==> src/rtl/alu.sv <==
// Registered single-cycle ALU: eight operations selected by sel, with result
// and carry/zero/negative/overflow flags captured on every rising clock edge.
module alu #(
    parameter int WIDTH = 4
) (
    input  logic             clk,
    input  logic             rst,
    input  logic [WIDTH-1:0] a,
    input  logic [WIDTH-1:0] b,
    input  logic [2:0]       sel,
    output logic [WIDTH-1:0] result,
    output logic             carry,
    output logic             zero,
    output logic             negative,
    output logic             overflow
);

    localparam logic [2:0] OP_ADD = 3'b000;
    localparam logic [2:0] OP_SUB = 3'b001;
    localparam logic [2:0] OP_AND = 3'b010;
    localparam logic [2:0] OP_OR  = 3'b011;
    localparam logic [2:0] OP_XOR = 3'b100;
    localparam logic [2:0] OP_NOT = 3'b101;
    localparam logic [2:0] OP_SHL = 3'b110;
    localparam logic [2:0] OP_SHR = 3'b111;

    logic [WIDTH-1:0] result_d, result_q;
    logic             carry_d, carry_q;
    logic             overflow_d, overflow_q;
    logic             zero_d, zero_q;
    logic             negative_d, negative_q;

    logic [WIDTH:0]   sum_w;
    logic [WIDTH:0]   diff_w;

    // Signed overflow from operand and result sign bits only.
    function automatic logic add_ovf(input logic sa, input logic sb, input logic sr);
        return (sa == sb) && (sr != sa);
    endfunction

    function automatic logic sub_ovf(input logic sa, input logic sb, input logic sr);
        return (sa != sb) && (sr != sa);
    endfunction

    always_comb begin
        // Extra top bit of the zero-extended difference is the unsigned borrow.
        sum_w      = {1'b0, a} + {1'b0, b};
        diff_w     = {1'b0, a} - {1'b0, b};
        result_d   = '0;
        carry_d    = 1'b0;
        overflow_d = 1'b0;
        unique case (sel)
            OP_ADD: begin
                result_d   = sum_w[WIDTH-1:0];
                carry_d    = sum_w[WIDTH];
                overflow_d = add_ovf(a[WIDTH-1], b[WIDTH-1], sum_w[WIDTH-1]);
            end
            OP_SUB: begin
                result_d   = diff_w[WIDTH-1:0];
                carry_d    = diff_w[WIDTH];
                overflow_d = sub_ovf(a[WIDTH-1], b[WIDTH-1], diff_w[WIDTH-1]);
            end
            OP_AND: result_d = a & b;
            OP_OR:  result_d = a | b;
            OP_XOR: result_d = a ^ b;
            OP_NOT: result_d = ~a;
            OP_SHL: begin
                result_d = {a[WIDTH-2:0], 1'b0};
                carry_d  = a[WIDTH-1];
            end
            OP_SHR: begin
                result_d = {1'b0, a[WIDTH-1:1]};
                carry_d  = a[0];
            end
            default: begin
                result_d   = 'x;
                carry_d    = 1'bx;
                overflow_d = 1'bx;
            end
        endcase
        zero_d     = (result_d == '0);
        negative_d = result_d[WIDTH-1];
    end

    always_ff @(posedge clk or posedge rst) begin
        if (rst) begin
            result_q   <= '0;
            carry_q    <= 1'b0;
            zero_q     <= 1'b0;
            negative_q <= 1'b0;
            overflow_q <= 1'b0;
        end else begin
            result_q   <= result_d;
            carry_q    <= carry_d;
            zero_q     <= zero_d;
            negative_q <= negative_d;
            overflow_q <= overflow_d;
        end
    end

    assign result   = result_q;
    assign carry    = carry_q;
    assign zero     = zero_q;
    assign negative = negative_q;
    assign overflow = overflow_q;

endmodule

==> config.mk <==
export PLATFORM = sky130hd
export DESIGN_NAME = alu
export DESIGN_NICKNAME = d
export VERILOG_FILES = /design/src/rtl/alu.sv
export SDC_FILE = /design/constraint.sdc
export NUM_CORES = 1
export LEC_CHECK = 0
export ABC_AREA = 0
export CORE_ASPECT_RATIO = 0.6
export CORE_MARGIN = 3
export CORE_UTILIZATION = 45
export CTS_CLUSTER_DIAMETER = 30
export CTS_CLUSTER_SIZE = 8
export DETAILED_ROUTE_END_ITERATION = 10
export PLACE_DENSITY_LB_ADDON = 0.2
export SYNTH_ARGS = -nofsm -noshare
export SYNTH_HDL_FRONTEND = slang
export SYNTH_SLANG_ARGS = --single-unit
==> constraint.sdc <==
create_clock -name clk -period 0.8 [get_ports clk]
set_input_delay 0.12 -clock clk [delete_from_list [all_inputs] [get_ports clk]]
set_output_delay 0.12 -clock clk [all_outputs]
set_load 0.005 [all_outputs]
* Word level (Yosys, flattened, before mapping)
Index checks and enable logic that the tools add are counted.
** Storage, ports and cells
- Bits of input ports :: 13
- Register bits after elaboration :: 8
- Word-level logic and storage cells :: 29
- Output and inout bits :: 8
** Cells by class
- Equal/unequal tests :: 11
- Muxes and demuxes :: 3
- Add/subtract/negate cells :: 2
- Bitwise gates (word level) :: 4
- Reductions and logical operators :: 4
** Operator list (count)
- 4-bit one-hot mux with 8 select lines :: 1
- 3-bit == test, second input constant :: 4
- 3-bit by 2-bit == test with 1-bit output, second input constant :: 2
- 4-bit by 4-bit adder with 5-bit output :: 1
- 4-bit by 4-bit subtractor with 5-bit output :: 1
- 4-bit AND :: 1
- 4-bit zero test :: 1
- 4-bit NOT :: 1
- 4-bit OR :: 1
- 1-bit one-hot mux with 4 select lines :: 1
- 4-bit XOR :: 1
- 3-bit by 1-bit == test with 1-bit output, second input constant :: 1
- 3-bit zero test :: 1
- 1-bit inequality test :: 3
- 1-bit logical AND :: 2
- 1-bit one-hot mux with 2 select lines :: 1
- 1-bit == test :: 1

* Longest topological paths before layout
Gate-level depths: netlist of the first run.
- Depth in word-level cells :: 4
- Mapped depth :: 9
- Gate-level depth less buffers :: 8

* Worst setup path before layout of the first run
No wires, ideal clock.
- Kind :: in2reg
- Start :: in sel[2]
- End :: reg zero_q, in the netlist zero
- Data required time :: 0.704 ns
- Setup time :: 0.096 ns
- Path buffers :: 2
- Slack :: -0.880 ns
- Data arrival time :: 1.584 ns
- Stages on the path :: 9
- Cell sequence :: buf_6 -> buf_6 -> inv_1 -> ha_1 -> or3_4 -> nor2_2 -> a31oi_1 -> a221o_1 -> nor4_2
** Between the ends
- Longest elaborated chain between the ends :: 3
- Elaborated cells between the ends (all ways) :: 10
- Classes of those cells :: 7 x eq/ne; 1 x mux; 2 x reduce/logical
** RTL lines
- from (decl) :: RTL line 10 : input logic [2:0] sel,
- 3-bit == test (tied with other cells) :: RTL line 52 : unique case (sel)
- 4-bit one-hot mux with 8 select lines * :: RTL line 52
- named net result_d[2] :: RTL line 27 : logic [WIDTH-1:0] result_d, result_q;
- 4-bit zero test * :: RTL line 81 : zero_d = (result_d == '0);
- named net zero_d :: RTL line 30 : logic zero_d, zero_q;
- to (signal assigned) :: RTL line 95 : zero_q <= zero_d;
- to (decl) :: RTL line 30
Mark *: on every way through the listed nets, which the timed path passes. The rest lies on a longest branch.

* Worst setup path after layout of the first run
- Start :: in sel[1]
- End :: reg zero_q, in the netlist zero
The elaborated chain is that of the path after synthesis.

==> flow_summary_export.csv, run 1 <==
group,metric,value,unit
run_status,status,"finished with violations",
run_status,violations,"setup timing",
floorplan,row_count,12,
clock_network,cts_made_buffers,3,
placed_design,placed_cell_area,1490,sq um
detailed_routing,viasPerCell,5.40,
floorplan,io_pins,21,
sta,setup_violations,15,
sta,drv_slew,0,
placed_design,hpwl,2.19,mm
detailed_routing,top_layer_used,"met4",
finish,fin_area,1690,sq um
synth,netlist_area,1020,sq um
sta,max_freq,683,MHz
finish,drive_gt1_share,52.3,%
detailed_routing,drt-met1-wl,1.45,mm
sta,setup_ws,-0.665,ns
sta,slew_headroom,82.2,%
setup_path,cp-end-kind,"flip-flop",
detailed_routing,routed-wl-met3,156,um
finish,final_nets,204,
detailed_routing,finalWirelength,3.20,mm
setup_path,critPathSlowestCell,"or3_4",
clock_network,cts_max_path_buffers,2,
setup_path,slowest_delay,0.36,ns
setup_path,start_kind,"primary input",
synth,synth_seq_area_share,17.2,%
synth,yosys-top-cells-area,"ha_1 20%, dfrtp_1 17%, inv_1 4.8%",
global_route,gr-total-overflow,0,
setup_path,required,0.95,ns
hold_path,hold_class,"primary input to async pin",
clock_network,cts_tree,"done",
clock_network,postCtsHoldBufs,0,
clock_network,clock-sinks,7,
synth,syn_nets,149,
synth,synth_top_cell_by_area,"ha_1",
setup_path,criticalPathCategory,"primary input to flip-flop",
setup_path,crit_fanout,5,
floorplan,core,2000,sq um
power,p_leak,0.778,nW
detailed_routing,antenna_left,0,
finish,area_growth,66.1,%
clock_network,htreeDepth,1,
synth,synth_area_per_cell,8.63,sq um
global_route,grt_usage,23.2,%
synth,synthDistinctLibCells,45,
synth,ys.flop_type,"dfrtp_1",
global_route,grt_pass1_vias,1070,
finish,n_antenna_cell,0,
synth,ys_ff_latch,7,
power,power.density,1160,nW/um^2
synth,syn_inst,118,
finish,utilization,84.7,%
floorplan,die_y,42.9,um
sta,hold_viol,0,
floorplan,dieArea,2890,sq um
synth,synth_edf_count,0,
detailed_routing,drt_iter0_drc,97,
synth,async_flop_share,100,%
floorplan,initial_utilization,51.0,%
synth,synth.yosys.warnings,0,
detailed_routing,drcViolationCount,0,
global_route,grt_pass1_wl,4.91,mm
global_route,grt_antenna_before_repair,0,
power,max-vdd-ir-drop,0.000664,V
detailed_routing,route.met2.wl,1.55,mm
job,max_cap_violations,0,
sta,post-route-period-util,183,%
detailed_routing,routedWlPerCell,16.0,um
placed_design,port_buffers,20,
global_route,grt_max_degree,15,
sta,worst_pin_slew,0.266,ns
detailed_routing,dr_total_vias,1080,
placed_design,place_congestion,0.862,
synth,synth.top_cell.area_share,19.7,%
clock_network,clkSlewWorstSetupHoldPaths,0.04,ns
sta,rsz0062_at_grt,"true",
detailed_routing,drt_pre_antenna_iters,4,
floorplan,dieWidth,67.4,um
clock_network,root_buffer,"clkbuf_8",
setup_path,crit_chain,"buf_8, buf_6, ha_4, or3_4, nor2_4, a31oi_1, a221o_1, nor4_2",
sta,min_period,1.47,ns
setup_path,worstPathArrival,1.61,ns
-- Yosys cell counts (4+ instances only) --
library cell and n:
a21oi_1 4, nand2_1 8, nor2_1 5, inv_1 13, nand2b_1 4, dfrtp_1 7, xnor2_1 4, ha_1 16
o21ai_0 6
-- registers in the layout (all words and copies together) (netlist names) --
register,cells
result,3
zero,1
negative,1
carry,1
overflow,1
-- metal layers --
layer	GRT usage (%)	up-vias
met4	7.26	0
met1	27.9	530
met2	39.6	35
met5	0	-
met3	6.35	6
li1	-	509
-- worst paths after layout --
check,from,end,depth (start not counted)
min in group clk,sel[1],overflow$_DFF_PP0_,5
min,rst,negative$_DFF_PP0_,2
max in group asynchronous,rst,zero$_DFF_PP0_,2
max,sel[1],zero$_DFF_PP0_,8
-- worst max-delay path: cells and delay by family --
family                   cells  cell delay, ns
AO/OA/AOI/OAI                2            0.40
adder cells (fa/ha/maj)      1            0.14
buffers and inverters        2            0.21
AND/OR/NAND/NOR              3            0.74
-- per-stage QoR --
step                power [mW]  hold slack (ns)  TNS, ns  setup slack, ns  std cells
finish                    1.96            0.119    -4.42           -0.665        200
detailed placement        1.28            0.379    -9.94            -1.42        185
global route              2.07            0.141    -4.92           -0.719        200
floorplan                0.881          -0.0766    -3.93           -0.748        118
CTS                       1.86            0.130    -4.11           -0.703        195
global placement          1.25            0.358    -9.72            -1.39        185
-- power breakdown --
part	leakage, nW	internal (mW)	switching (mW)
logic	0.666	0.547	0.465
clock network	0.0228	0.348	0.189
registers	0.0891	0.400	0.0144
total	0.778	1.29	0.668
-- logic make-up (layout without fill, tap and decap cells) --
logic type	after synthesis	count (layout)	synth area share, %
simple gates	35	35	20.3
compound gates	26	26	17.7
fa+ha+maj	18	18	23.6
mux	5	5	6.63
xor+xnor	5	5	4.30
flops	7	7	17.2
buf+inv	22	76	10.3
-- cells in the final DEF, fill, tap and decap left out, drive strengths merged, types with 2 or more instances in the layout --
cell type and instances:
dlygate4sd2 2, or3 4, fa 2, mux2i 4
dfrtp 7, clkbuf 5, nor3 2, buf 52
xnor2 4, nand3 4, nand2b 4, nor3b 2
inv 13, a31oi 3, o21ai 7, o21a 2
nor2 6, a21oi 5, nand2 8, ha 16
clkdlybuf4s15 2
-- layout make-up --
| cell class | instances | area (sq um) |
|---|---|---|
| multi-input combinational | 89 | 882 |
| tap | 28 | 35.0 |
| sequential | 7 | 175 |
| timing repair buffer | 58 | 485 |
| fill | 101 | 305 |
| clock buffer | 4 | 45.0 |
| inverter | 14 | 68.8 |
-- repair_timing --
action	4_1_cts	5_1_grt
setup endpoints to repair	15	15
pin swaps	18	15
gates resized for setup	92	16
buffers inserted	6	6
Power figures use the tool's default switching activity.
==> inputs of run 2 (changes only) <==
- CELL_PAD_IN_SITES_DETAIL_PLACEMENT: not set -> 1
- CELL_PAD_IN_SITES_GLOBAL_PLACEMENT: not set -> 1
- CORE_UTILIZATION: 45 -> 38
==> flow_summary_export.csv, run 2 <==
group,metric,value,unit
run_status,status,"stopped before the end",
run_status,lastStage,"global routing (5_1_grt)",
run_status,error_message,"[ERROR DPL-0033] detailed placement checks failed during check placement.",
synth,syn_inst,118,
synth,synth.top_cell.area_share,19.7,%
sta,endpoint_type,"sequential cell input",
synth,yosys-top-cells-count,"16 x ha_1, 13 x inv_1, 8 x nand2_1, 7 x dfrtp_1, 6 x o21ai_0",
clock_network,postCtsHoldBufs,0,
synth,yosys-top-cells-area,"ha_1 20%, dfrtp_1 17%, inv_1 4.8%",
synth,synth.most_common_cell,"ha_1",
synth,async_flop_share,100,%
clock_network,root_buffer,"clkbuf_8",
global_route,grt_max_degree,16,
floorplan,die_y,46.1,um
synth,netlist_area,1020,sq um
sta,timing.grt.repair.worst_endpoint,"zero$_DFF_PP0_/D",
synth,synth_area_per_cell,8.63,sq um
placed_design,hpwl,2.74,mm
synth,ys.flop_type,"dfrtp_1",
synth,synth_top_cell_by_area,"ha_1",
clock_network,htreeDepth,1,
placed_design,place_congestion,0.836,
synth,syn_nets,149,
synth,synth_edf_count,0,
clock_network,clock-sinks,7,
global_route,grt_antenna_before_repair,0,
floorplan,row_count,13,
synth,synthDistinctLibCells,45,
synth,synth_seq_area_share,17.2,%
placed_design,port_buffers,20,
floorplan,io_pins,21,
synth,synth.yosys.warnings,0,
synth,ys_ff_latch,7,
floorplan,dieWidth,72.8,um
floorplan,initial_utilization,43.5,%
clock_network,cts_max_path_buffers,2,
clock_network,cts_made_buffers,3,
==> run 2: cell counts after synthesis <==
Identical to the previous run, type by type.
==> run 2: timing repair <==
action                     in CTS
gates resized for setup        94
pin swaps                      18
setup buffers                  11
setup endpoints to repair      15
==> run 2: per-stage QoR <==
step	instances	utilization, %	hold slack (ns)	instance area, sq um	setup WS [ns]
2_1_floorplan	118	-	-0.0766	1110	-0.748
3_3_place_gp	187	64.0	0.365	1500	-1.40
3_5_place_dp	187	64.0	0.378	1500	-1.50
4_1_cts	202	71.2	0.145	1670	-0.687
==> run 2: cell families after synthesis <==
family / count (synthesis) / share of synthesized area (%)
adder cells (fa/ha/maj): 18 / 23.6
XOR/XNOR: 5 / 4.30
buffers and inverters: 22 / 10.3
AO/OA/AOI/OAI: 26 / 17.7
flip-flops: 7 / 17.2
AND/OR/NAND/NOR: 35 / 20.3
multiplexers: 5 / 6.63
==> inputs of run 3 (changes only) <==
- CELL_PAD_IN_SITES_DETAIL_PLACEMENT: 1 -> not set
- CELL_PAD_IN_SITES_GLOBAL_PLACEMENT: 1 -> not set
- CORE_AREA: not set -> 3 3 64 66
- CORE_ASPECT_RATIO: 0.6 -> not set
- CORE_MARGIN: 3 -> not set
- CORE_UTILIZATION: 38 -> not set
- CTS_CLUSTER_DIAMETER: 30 -> not set
- CTS_CLUSTER_SIZE: 8 -> not set
- DIE_AREA: not set -> 0 0 67 69
- PLACE_DENSITY_LB_ADDON: 0.2 -> 0.15
==> flow_summary_export.csv, run 3 (synthesis results as in run 1) <==
group,metric,value,unit
power,p_switching,593,uW
finish,final_nets,209,
run_status,violations,"setup timing",
detailed_routing,viasPerCell,4.56,
global_route,grt_usage,12.3,%
setup_path,cp-end-kind,"flip-flop",
clock_network,cts_tree,"done",
sta,setup_tns,-4.03,ns
floorplan,core,3630,sq um
finish,mostFrequentLayoutCells,"34 x buf_4, 11 x buf_6, 9 x buf_2",
sta,worst_pin_slew,0.257,ns
detailed_routing,drcViolationCount,0,
global_route,gr-total-overflow,0,
clock_network,postCtsHoldBufs,0,
detailed_routing,drt_iter0_drc,26,
finish,drive_gt1_share,56.5,%
clock_network,cts_max_path_buffers,2,
power,p_leak,0.811,nW
floorplan,dieArea,4620,sq um
floorplan,dieWidth,67,um
run_status,status,"finished with violations",
global_route,grt_pass1_vias,1048,
clock_network,cts_made_buffers,3,
sta,post-route-period-util,186,%
hold_path,hold_class,"primary input to async pin",
floorplan,row_count,22,
detailed_routing,drt_pre_antenna_iters,5,
placed_design,place_congestion,0.820,
sta,setup_ws,-0.687,ns
sta,setup_violations,15,
detailed_routing,routedWlPerCell,11.7,um
finish,final_common_cell,"buf_4",
floorplan,die_y,69,um
finish,area_growth,74.7,%
power,power.density,1060,nW/um^2
power,combPwrFrac,52.5,%
sta,max_freq,672,MHz
detailed_routing,finalWirelength,2.64,mm
global_route,grt_antenna_before_repair,0,
setup_path,worstPathArrival,1.61,ns
sta,rsz0062_at_grt,"true",
power,p_sw_share,31.5,%
global_route,grt_pass1_wl,4.66,mm
sta,drv_slew,0,
power,p_int,1.29,mW
placed_design,port_buffers,20,
setup_path,crit_fanout,3,
sta,hold_viol,0,
sta,min_period,1.49,ns
clock_network,clkSlewWorstSetupHoldPaths,0.04,ns
setup_path,start_kind,"primary input",
floorplan,initial_utilization,28.0,%
finish,largest_reg_flops,3,
floorplan,io_pins,21,
sta,slew_headroom,82.9,%
setup_path,required,0.93,ns
finish,n_antenna_cell,0,
power,max-vdd-ir-drop,0.000346,V
power,p_total,1.88,mW
placed_design,hpwl,2.12,mm
power,p_clk_share,25.7,%
power,seqPwrFrac,21.8,%
detailed_routing,antenna_left,0,
clock_network,htreeDepth,1,
global_route,grt_max_degree,18,
setup_path,criticalPathCategory,"primary input to flip-flop",
clock_network,root_buffer,"clkbuf_8",
detailed_routing,dr_total_vias,1025,
clock_network,clock-sinks,7,
job,max_cap_violations,0,
run 3: final timing paths:
path | slack, ns | end | from | cells past startpoint
max | -0.69 | zero$_DFF_PP0_ | a[3] | 7
max in group asynchronous | 0.47 | result[0]$_DFF_PP0_ | rst | 2
min | 0.13 | carry$_DFF_PP0_ | rst | 2
min in group clk | 0.30 | overflow$_DFF_PP0_ | sel[1] | 5
run 3: power groups by stage:
stage / registers [mW] / clock network, mW / logic, mW
after detailed placement: 0.418 / 0 / 0.865
final: 0.410 / 0.483 / 0.989
after floorplan: 0.425 / 0 / 0.455
after global routing: 0.413 / 0.513 / 1.09
after global placement: 0.417 / 0 / 0.863
after CTS: 0.411 / 0.496 / 0.905
run 3: final cells by class:
type,count,area [sq um]
clock buffers,4,45.0
fillers,354,1850
inverters,14,66.3
multi-input cells,89,913
flip-flops and latches,7,175
well taps,48,60.1
repair buffers,63,519
run 3: layer usage:
layer  part of all wire, %  vias to the layer above  GRT usage (%)
li1                      -                      526              -
met1                    46                      481           16.2
met2                    50                       16           20.4
met3                   3.1                        2          0.651
met4                   1.1                        0           4.73
met5                     0                        -              0
run 3: repair_timing:
| item | in CTS | in global routing |
|---|---|---|
| gates resized for setup | 93 | 18 |
| setup buffers | 8 | 2 |
| setup endpoints to repair | 15 | 15 |
| pin swaps | 21 | 14 |
run 3: metrics by stage:
stage | instances | worst slack (ns) | instance area (sq um) | hold WS [ns] | util, %
6_report | 225 | -0.687 | 1780 | 0.131 | 49.0
5_1_grt | 225 | -0.726 | 1780 | 0.162 | 49.0
4_1_cts | 223 | -0.725 | 1700 | 0.137 | 46.7
3_5_place_dp | 212 | -1.45 | 1560 | 0.366 | 43.0
3_3_place_gp | 212 | -1.41 | 1560 | 0.363 | 43.0
2_1_floorplan | 118 | -0.748 | 1110 | -0.0766 | -
run 3: worst max-delay path, cell delays in order:
cell and delay (ns):
dlygate4sd2_1 0.26, ha_2 0.19, mux2_4 0.27, a221oi_2 0.25, or3_1 0.15, nand3_2 0.11, nor4_2 0.26
